==> src/rtl/alu_jump.sv <==
// Branch-target adder for the PC path: PC+imm, PC+1+imm, absolute imm, or PC+1, registered (1 cycle, no backpressure).
// Optional feature macro ALU_JUMP_RANGE_CHECK_EN: registers a wrap flag when the signed target leaves 0..2^AW-1.
module alu_jump #(
  parameter int AW = 8
) (
  input  logic          clk,
  input  logic          rst_n,
  input  logic          in_valid,
  input  logic [AW-1:0] in_pc,
  input  logic [AW-1:0] in_imm,
  input  logic [1:0]    mode,
  output logic [AW-1:0] out_addr,
  output logic          out_valid,
  output logic          wrap
);

  logic          w_inc;
  logic          w_abs;
  logic          w_use_imm;
  logic [AW-1:0] w_addr;
  logic [AW-1:0] r_addr;
  logic          r_valid;

  // mode[0] selects the +1; mode 10 is absolute; mode 11 drops the offset.
  assign w_inc     = mode[0];
  assign w_abs     = (mode == 2'b10);
  assign w_use_imm = (mode != 2'b11);

`ifdef ALU_JUMP_RANGE_CHECK_EN
  logic [AW+1:0] w_imm_ext;
  logic [AW+1:0] w_sum;
  logic          w_wrap;
  logic          r_wrap;

  assign w_imm_ext = w_use_imm ? {{2{in_imm[AW-1]}}, in_imm} : '0;
  assign w_sum     = {2'b00, in_pc} + {{(AW+1){1'b0}}, w_inc} + w_imm_ext;
  // Either top bit set means negative or above 2^AW-1 in the extended signed view.
  assign w_wrap    = w_abs ? 1'b0 : (|w_sum[AW+1:AW]);
  assign w_addr    = w_abs ? in_imm : w_sum[AW-1:0];

  always_ff @(posedge clk) begin
    if (!rst_n) begin
      r_wrap <= 1'b0;
    end else if (in_valid) begin
      r_wrap <= w_wrap;
    end
  end

  assign wrap = r_wrap;
`else
  logic [AW-1:0] w_imm_lo;
  logic [AW-1:0] w_sum_lo;

  assign w_imm_lo = w_use_imm ? in_imm : '0;
  assign w_sum_lo = in_pc + {{(AW-1){1'b0}}, w_inc} + w_imm_lo;
  assign w_addr   = w_abs ? in_imm : w_sum_lo;
  assign wrap     = 1'b0;
`endif

  always_ff @(posedge clk) begin
    if (!rst_n) begin
      r_addr  <= '0;
      r_valid <= 1'b0;
    end else begin
      r_valid <= in_valid;
      if (in_valid) begin
        r_addr <= w_addr;
      end
    end
  end

  assign out_addr  = r_addr;
  assign out_valid = r_valid;

endmodule

==> config.mk <==
export PLATFORM = sky130hd
export DESIGN_NAME = alu_jump
export DESIGN_NICKNAME = d
export VERILOG_FILES = /design/src/rtl/alu_jump.sv
export SDC_FILE = /design/constraint.sdc
export NUM_CORES = 1
export LEC_CHECK = 0
export ABC_CLOCK_PERIOD_IN_PS = 3400
export CORE_AREA = 2 2 49 51
export CTS_CLUSTER_SIZE = 28
export DETAILED_ROUTE_END_ITERATION = 16
export DIE_AREA = 0 0 51 53
export PLACE_DENSITY = 0.72
export REMOVE_ABC_BUFFERS = 1
export SKIP_CTS_REPAIR_TIMING = 1
export SYNTH_ARGS = -nofsm -noshare
export SYNTH_HDL_FRONTEND = slang
export SYNTH_SLANG_ARGS = --single-unit
==> constraint.sdc <==
create_clock -name clk -period 3.4 [get_ports clk]
set_input_delay 0.51 -clock clk [delete_from_list [all_inputs] [get_ports clk]]
set_output_delay 0.51 -clock clk [all_outputs]
set_load 0.005 [all_outputs]
# Yosys cells after proc, flatten, opt, wreduce, memory -nomap -nowiden
# Cells that the tools add are included.
[word_totals]
ff_bits = 9
word_cells = 8
romBits = 0
n_memories = 0
mem_bits_rw = 0
latch_bits = 0
[classes]
multipliers = 0
n_lt_le_gt_ge = 0
n_mux = 2
n_div = 0
bitwise_logic = 0
eq_ne = 2
reduce_logical = 0
addsub = 2
n_shift = 0
[ops]
columns = ["operator", "count"]
rows = [
  ["$mux 8", 2],
  ["$add 8x1->8", 1],
  ["$add 8x8->8", 1],
  ["$eq 2x2->1 const B", 1],
  ["$ne 2x2->1 const B", 1],
]

# Logic depth before layout (Yosys ltp)
[logic_depth]
depth_word = 4
ltp_mapped = 9
ltp_nobuf = 9

# Least setup slack after synthesis
# OpenSTA, ideal clock, no wires.
[synth_timing]
path_type = "in2reg"
from = "input port mode[0]"
to = "register r_addr[4], in the netlist out_addr[4]"
path_stages = 9
arrival_ns = 2.190
n_path_buf = 0
slack_ns = 1.152
t_required_ns = 3.341
setup_ns = 0.059
path_cell_list = "nand2_1 nand2_1 fa_1 fa_1 nor2b_4 o21a_4 nor3_1 o311ai_2 o211a_1"
[synth_via]
elab_chain_len = 4
[synth_lines]
columns = ["element", "line_no", "text"]
rows = [
  ["from (decl)", "11", "input logic [1:0] mode,"],
  ["branches (longest 3 deep; another with $add 8x1->8)", "--", ""],
  ["$mux 8 (*)", "56", "assign w_addr = w_abs ? in_imm : w_sum_lo;"],
  ["to (signal assigned)", "67", "r_addr <= w_addr;"],
  ["to (decl)", "21", "logic [AW-1:0] r_addr;"],
]
# Every way passes the cells marked *.
# A chain may end at the register's enable or synchronous reset.

# Worst setup path after layout
# Same ends and word-level chain as after synthesis.

==> report_table.html <==
<table>
<tr><th>Metric</th><th>Value</th></tr>
<tr><th colspan="2">Status</th></tr>
<tr><td>Result of the run</td><td>complete, no violations</td></tr>
<tr><th colspan="2">STA</th></tr>
<tr><td>Final setup violation count</td><td>0</td></tr>
<tr><td>Final clock skew</td><td>0 ns</td></tr>
<tr><td>Hold Slack</td><td>0.489 ns</td></tr>
<tr><td>Timing-limited maximum frequency</td><td>375 MHz</td></tr>
<tr><td>Sum Neg Setup Slack</td><td>0 ns</td></tr>
<tr><td>Slew margin rel.</td><td>38.9%</td></tr>
<tr><td>Post-layout min period</td><td>2.67 ns</td></tr>
<tr><td>Final clock period utilization by the worst path</td><td>78.4%</td></tr>
<tr><td>Max Transition Viols Final</td><td>0</td></tr>
<tr><td>Unrepaired setup endpoints after global routing</td><td>false</td></tr>
<tr><td>Pin slew with the least headroom to its limit</td><td>0.914 ns</td></tr>
<tr><td>Number of hold-slack violations in the final timing report</td><td>0</td></tr>
<tr><th colspan="2">Floorplan</th></tr>
<tr><td>Starting Density</td><td>38.1%</td></tr>
<tr><td>Placeable core area</td><td>2150 µm²</td></tr>
<tr><td>Die Outline Area</td><td>2700 µm²</td></tr>
<tr><td>Rows</td><td>17</td></tr>
<tr><td>Top-Level Pins</td><td>31</td></tr>
<tr><td>Floorplan die width</td><td>51 µm</td></tr>
<tr><td>Die boundary height</td><td>53 µm</td></tr>
<tr><th colspan="2">Min path</th></tr>
<tr><td>Cell depth of the worst hold path</td><td>1</td></tr>
<tr><td>Worst Hold Endpoint</td><td>out_addr[0]</td></tr>
<tr><td>Worst hold start</td><td>out_addr[0]</td></tr>
<tr><td>Hold/Removal Path Class</td><td>reg -&gt; reg</td></tr>
<tr><th colspan="2">Logic synthesis</th></tr>
<tr><td>Ranking of synthesized cells by area</td><td>dfxtp_1, ha_1, fa_1</td></tr>
<tr><td>Share of Yosys cell area claimed by the top area cell type</td><td>22.0%</td></tr>
<tr><td>Number of synthesized flops with an enable pin</td><td>0</td></tr>
<tr><td>Most area-hungry cell type in the Yosys netlist</td><td>dfxtp_1</td></tr>
<tr><td>Cell area after technology mapping</td><td>820 µm²</td></tr>
<tr><td>Synth warnings</td><td>0</td></tr>
<tr><td>Number of synthesized register bits</td><td>9</td></tr>
<tr><td>Proportion of register bits with asynchronous set or reset after synthesis</td><td>0%</td></tr>
<tr><td>Synthesized area per cell</td><td>8.72 µm²</td></tr>
<tr><td>Count of distinct cell types in the synthesized netlist</td><td>37</td></tr>
<tr><td>Gate count after technology mapping</td><td>94</td></tr>
<tr><td>Prevailing post-synth register cell</td><td>dfxtp_1</td></tr>
<tr><td>Post-synthesis sequential area ratio</td><td>22.0%</td></tr>
<tr><th colspan="2">Placed design</th></tr>
<tr><td>Instance count after placement with tap cells included</td><td>146</td></tr>
<tr><td>Final HPWL DP</td><td>1.61 mm</td></tr>
<tr><td>Port Buffers</td><td>29</td></tr>
<tr><td>Final Wtd Congestion</td><td>0.788</td></tr>
<tr><th colspan="2">Global routing</th></tr>
<tr><td>Via count of the first global-routing pass</td><td>792</td></tr>
<tr><td>Initial antenna violation count</td><td>0</td></tr>
<tr><td>Total overflow reported by the global router</td><td>0</td></tr>
<tr><td>Total global routing track utilization</td><td>17.0%</td></tr>
<tr><td>Largest net degree at the start of global routing</td><td>24</td></tr>
<tr><td>First-pass GRT wire length</td><td>3.39 mm</td></tr>
<tr><th colspan="2">Worst setup path</th></tr>
<tr><td>Launch instance of the worst register-to-register path</td><td>out_addr[7]</td></tr>
<tr><td>Required time worst endpoint</td><td>3.61 ns</td></tr>
<tr><td>Family with the most delay on the worst path</td><td>adder cells</td></tr>
<tr><td>Setup slack of the worst register-to-register path</td><td>2.59 ns</td></tr>
<tr><td>CP Cell Sequence</td><td>clkdlybuf4s50_1, nand2_1, nand2_1, fa_1, fa_1, nor2b_4, o21a_4, nor3_1, o311ai_2, o211a_1</td></tr>
<tr><td>Buffer and inverter count on the worst path</td><td>1</td></tr>
<tr><td>Critical path launch point type</td><td>input port</td></tr>
<tr><td>Terminus of the critical flop-to-flop path</td><td>out_addr[7]</td></tr>
<tr><td>Depth of the worst register-to-register path</td><td>3</td></tr>
<tr><td>Classification of the worst setup path</td><td>in -&gt; reg</td></tr>
<tr><td>Critical path arrival</td><td>2.88 ns</td></tr>
<tr><td>Crit Path Max Fanout</td><td>8</td></tr>
<tr><td>Maximum cell stage delay along the critical path</td><td>0.45 ns</td></tr>
<tr><td>CP max-delay cell</td><td>clkdlybuf4s50_1</td></tr>
<tr><td>Crit end category</td><td>flip-flop</td></tr>
<tr><th colspan="2">Finish</th></tr>
<tr><td>Most common library cell in the layout ignoring fill and taps</td><td>clkdlybuf4s50_1</td></tr>
<tr><td>Most frequent cells in the layout</td><td>clkdlybuf4s50_1, nand2_1, dfxtp_1</td></tr>
<tr><td>Number of fill cells</td><td>201</td></tr>
<tr><td>Area growth syn-to-layout</td><td>39.8%</td></tr>
<tr><td>Number of nets in the layout</td><td>152</td></tr>
<tr><td>Share of cells above drive strength 1</td><td>7.38%</td></tr>
<tr><td>Number of standard cells in the final layout excluding fillers</td><td>150</td></tr>
<tr><td>Antenna diode count</td><td>0</td></tr>
<tr><td>Fin util</td><td>53.3%</td></tr>
<tr><th colspan="2">Routing</th></tr>
<tr><td>Wire length per cell</td><td>13.9 µm</td></tr>
<tr><td>Post-detailed-route DRC marker count</td><td>0</td></tr>
<tr><td>Routed Antenna Nets</td><td>0</td></tr>
<tr><td>Via density per instance</td><td>5.33</td></tr>
<tr><td>Detailed-route via count</td><td>799</td></tr>
<tr><td>DRT Pass-1 Iters</td><td>4</td></tr>
<tr><td>Final routed wirelength across all metal layers</td><td>2.09 mm</td></tr>
<tr><td>Count of routing violations after the opening detailed-route iteration</td><td>8</td></tr>
<tr><th colspan="2">Clocking</th></tr>
<tr><td>Maximum buffer depth of the clock tree</td><td>2</td></tr>
<tr><td>Clock latency on the worst-skew pair</td><td>0.26 ns</td></tr>
<tr><td>Clock buffers created by TritonCTS</td><td>3</td></tr>
<tr><td>CTS tree</td><td>yes</td></tr>
<tr><td>Clock-pin slew of the registers on the worst-case setup and hold paths</td><td>0.06 ns</td></tr>
<tr><td>Clock tree root buffer cell</td><td>clkbuf_4</td></tr>
<tr><td>Count of clock tree sinks</td><td>9</td></tr>
<tr><td>Maximum level of the CTS H-tree</td><td>1</td></tr>
<tr><th colspan="2">Power</th></tr>
<tr><td>Combinational group share of total power</td><td>40.9%</td></tr>
<tr><td>Share of total power in sequential cells</td><td>34.6%</td></tr>
<tr><td>Power Dens Cells</td><td>302 nW/µm²</td></tr>
<tr><td>Switching power share of the total</td><td>30.4%</td></tr>
<tr><td>Worst IR Drop VDD</td><td>0.242 mV</td></tr>
<tr><td>Clock Power Share</td><td>24.5%</td></tr>
<tr><td>Leakage Power</td><td>0.485 nW</td></tr>
<tr><td>Internal power</td><td>0.000241 W</td></tr>
<tr><td>Net switching power figure</td><td>0.000105 W</td></tr>
<tr><th colspan="2">Flow run</th></tr>
<tr><td>Count of max-cap constraint violations</td><td>0</td></tr>
</table>
[how the worst max path moves through the flow]
stage             from     endpoint  slack (ns)  depth (start not counted)
2_1_floorplan  mode[0]  out_addr[4]        1.15                          9
3_3_place_gp   mode[0]  out_addr[4]        0.54                         10
3_5_place_dp   mode[0]  out_addr[4]        0.46                         10
4_1_cts        mode[0]  out_addr[4]        0.74                         10
5_1_grt        mode[0]  out_addr[4]        0.58                         10
6_report       mode[0]  out_addr[4]        0.73                         10
[routing by layer]
layer  routed length, µm  part of all wire (%)  GRT usage [%]  vias up
met1                 957                    46           19.6      362
met4                  30                   1.4           6.31        0
met2                 968                    46           29.2       27
met5                   0                     0              0        -
li1                    -                     -              -      405
met3                 130                   6.2           5.37        5
[logic make-up after synthesis]
kind of cell,after synthesis,synth area share [%]
adders and majority gates,8,14.0
buffers and inverters,9,4.89
and+or+nand+nor,34,24.3
other,1,0.458
xor gates and xnor gates,2,2.14
DFF,9,22.0
AOI/OAI and AO/OA,31,32.2
[area by class of cell]
class / instances / area (µm²) / share of cell area, %
repair buffers: 29 / 290 / 25.3
clock buffers: 4 / 26.3 / 2.29
flip-flops and latches: 9 / 180 / 15.7
multi-input cells: 76 / 599 / 52.3
well taps: 28 / 35.0 / 3.06
inverters: 4 / 15.0 / 1.31
[registers in the layout (all words and copies together), names as in the netlist]
name / cells
out_valid: 1
out_addr: 8
[cells in the mapped netlist, drive strengths merged (2+ instances only)]
| library cell | instances |
|---|---|
| nand2b | 3 |
| and2 | 6 |
| nor2b | 2 |
| nor2 | 4 |
| nor3b | 2 |
| buf | 3 |
| clkbuf | 2 |
| o211a | 4 |
| o311ai | 3 |
| o211ai | 5 |
| o21a | 5 |
| or4b | 2 |
| and3 | 2 |
| o21ai | 5 |
| dfxtp | 9 |
| a41oi | 3 |
| fa | 2 |
| nand2 | 10 |
| inv | 4 |
| ha | 6 |
[stage by stage]
step                worst slack (ns)  instance area (µm²)  power (W)
floorplan                       1.15                  795   0.000199
global placement               0.545                 1120   0.000261
detailed placement             0.459                 1120   0.000264
CTS                            0.735                 1150   0.000351
global route                   0.581                 1150   0.000372
finish                         0.733                 1150   0.000347
[worst register-to-register path, stage by stage, from the launching register on]
cell,delay [ns]
dfxtp_1,0.31
and3b_1,0.17
a41oi_1,0.14
o21ai_1,0.08
[power groups by stage]
stage / Clock, W / Sequential (W) / Combinational, W
after floorplan: 0 / 0.000123 / 0.0000762
after global placement: 0 / 0.000122 / 0.000139
after detailed placement: 0 / 0.000122 / 0.000142
after CTS: 0.0000890 / 0.000120 / 0.000142
after global routing: 0.0000955 / 0.000121 / 0.000156
final: 0.0000851 / 0.000120 / 0.000142
Note: power is estimated with default switching activity, not from simulation.
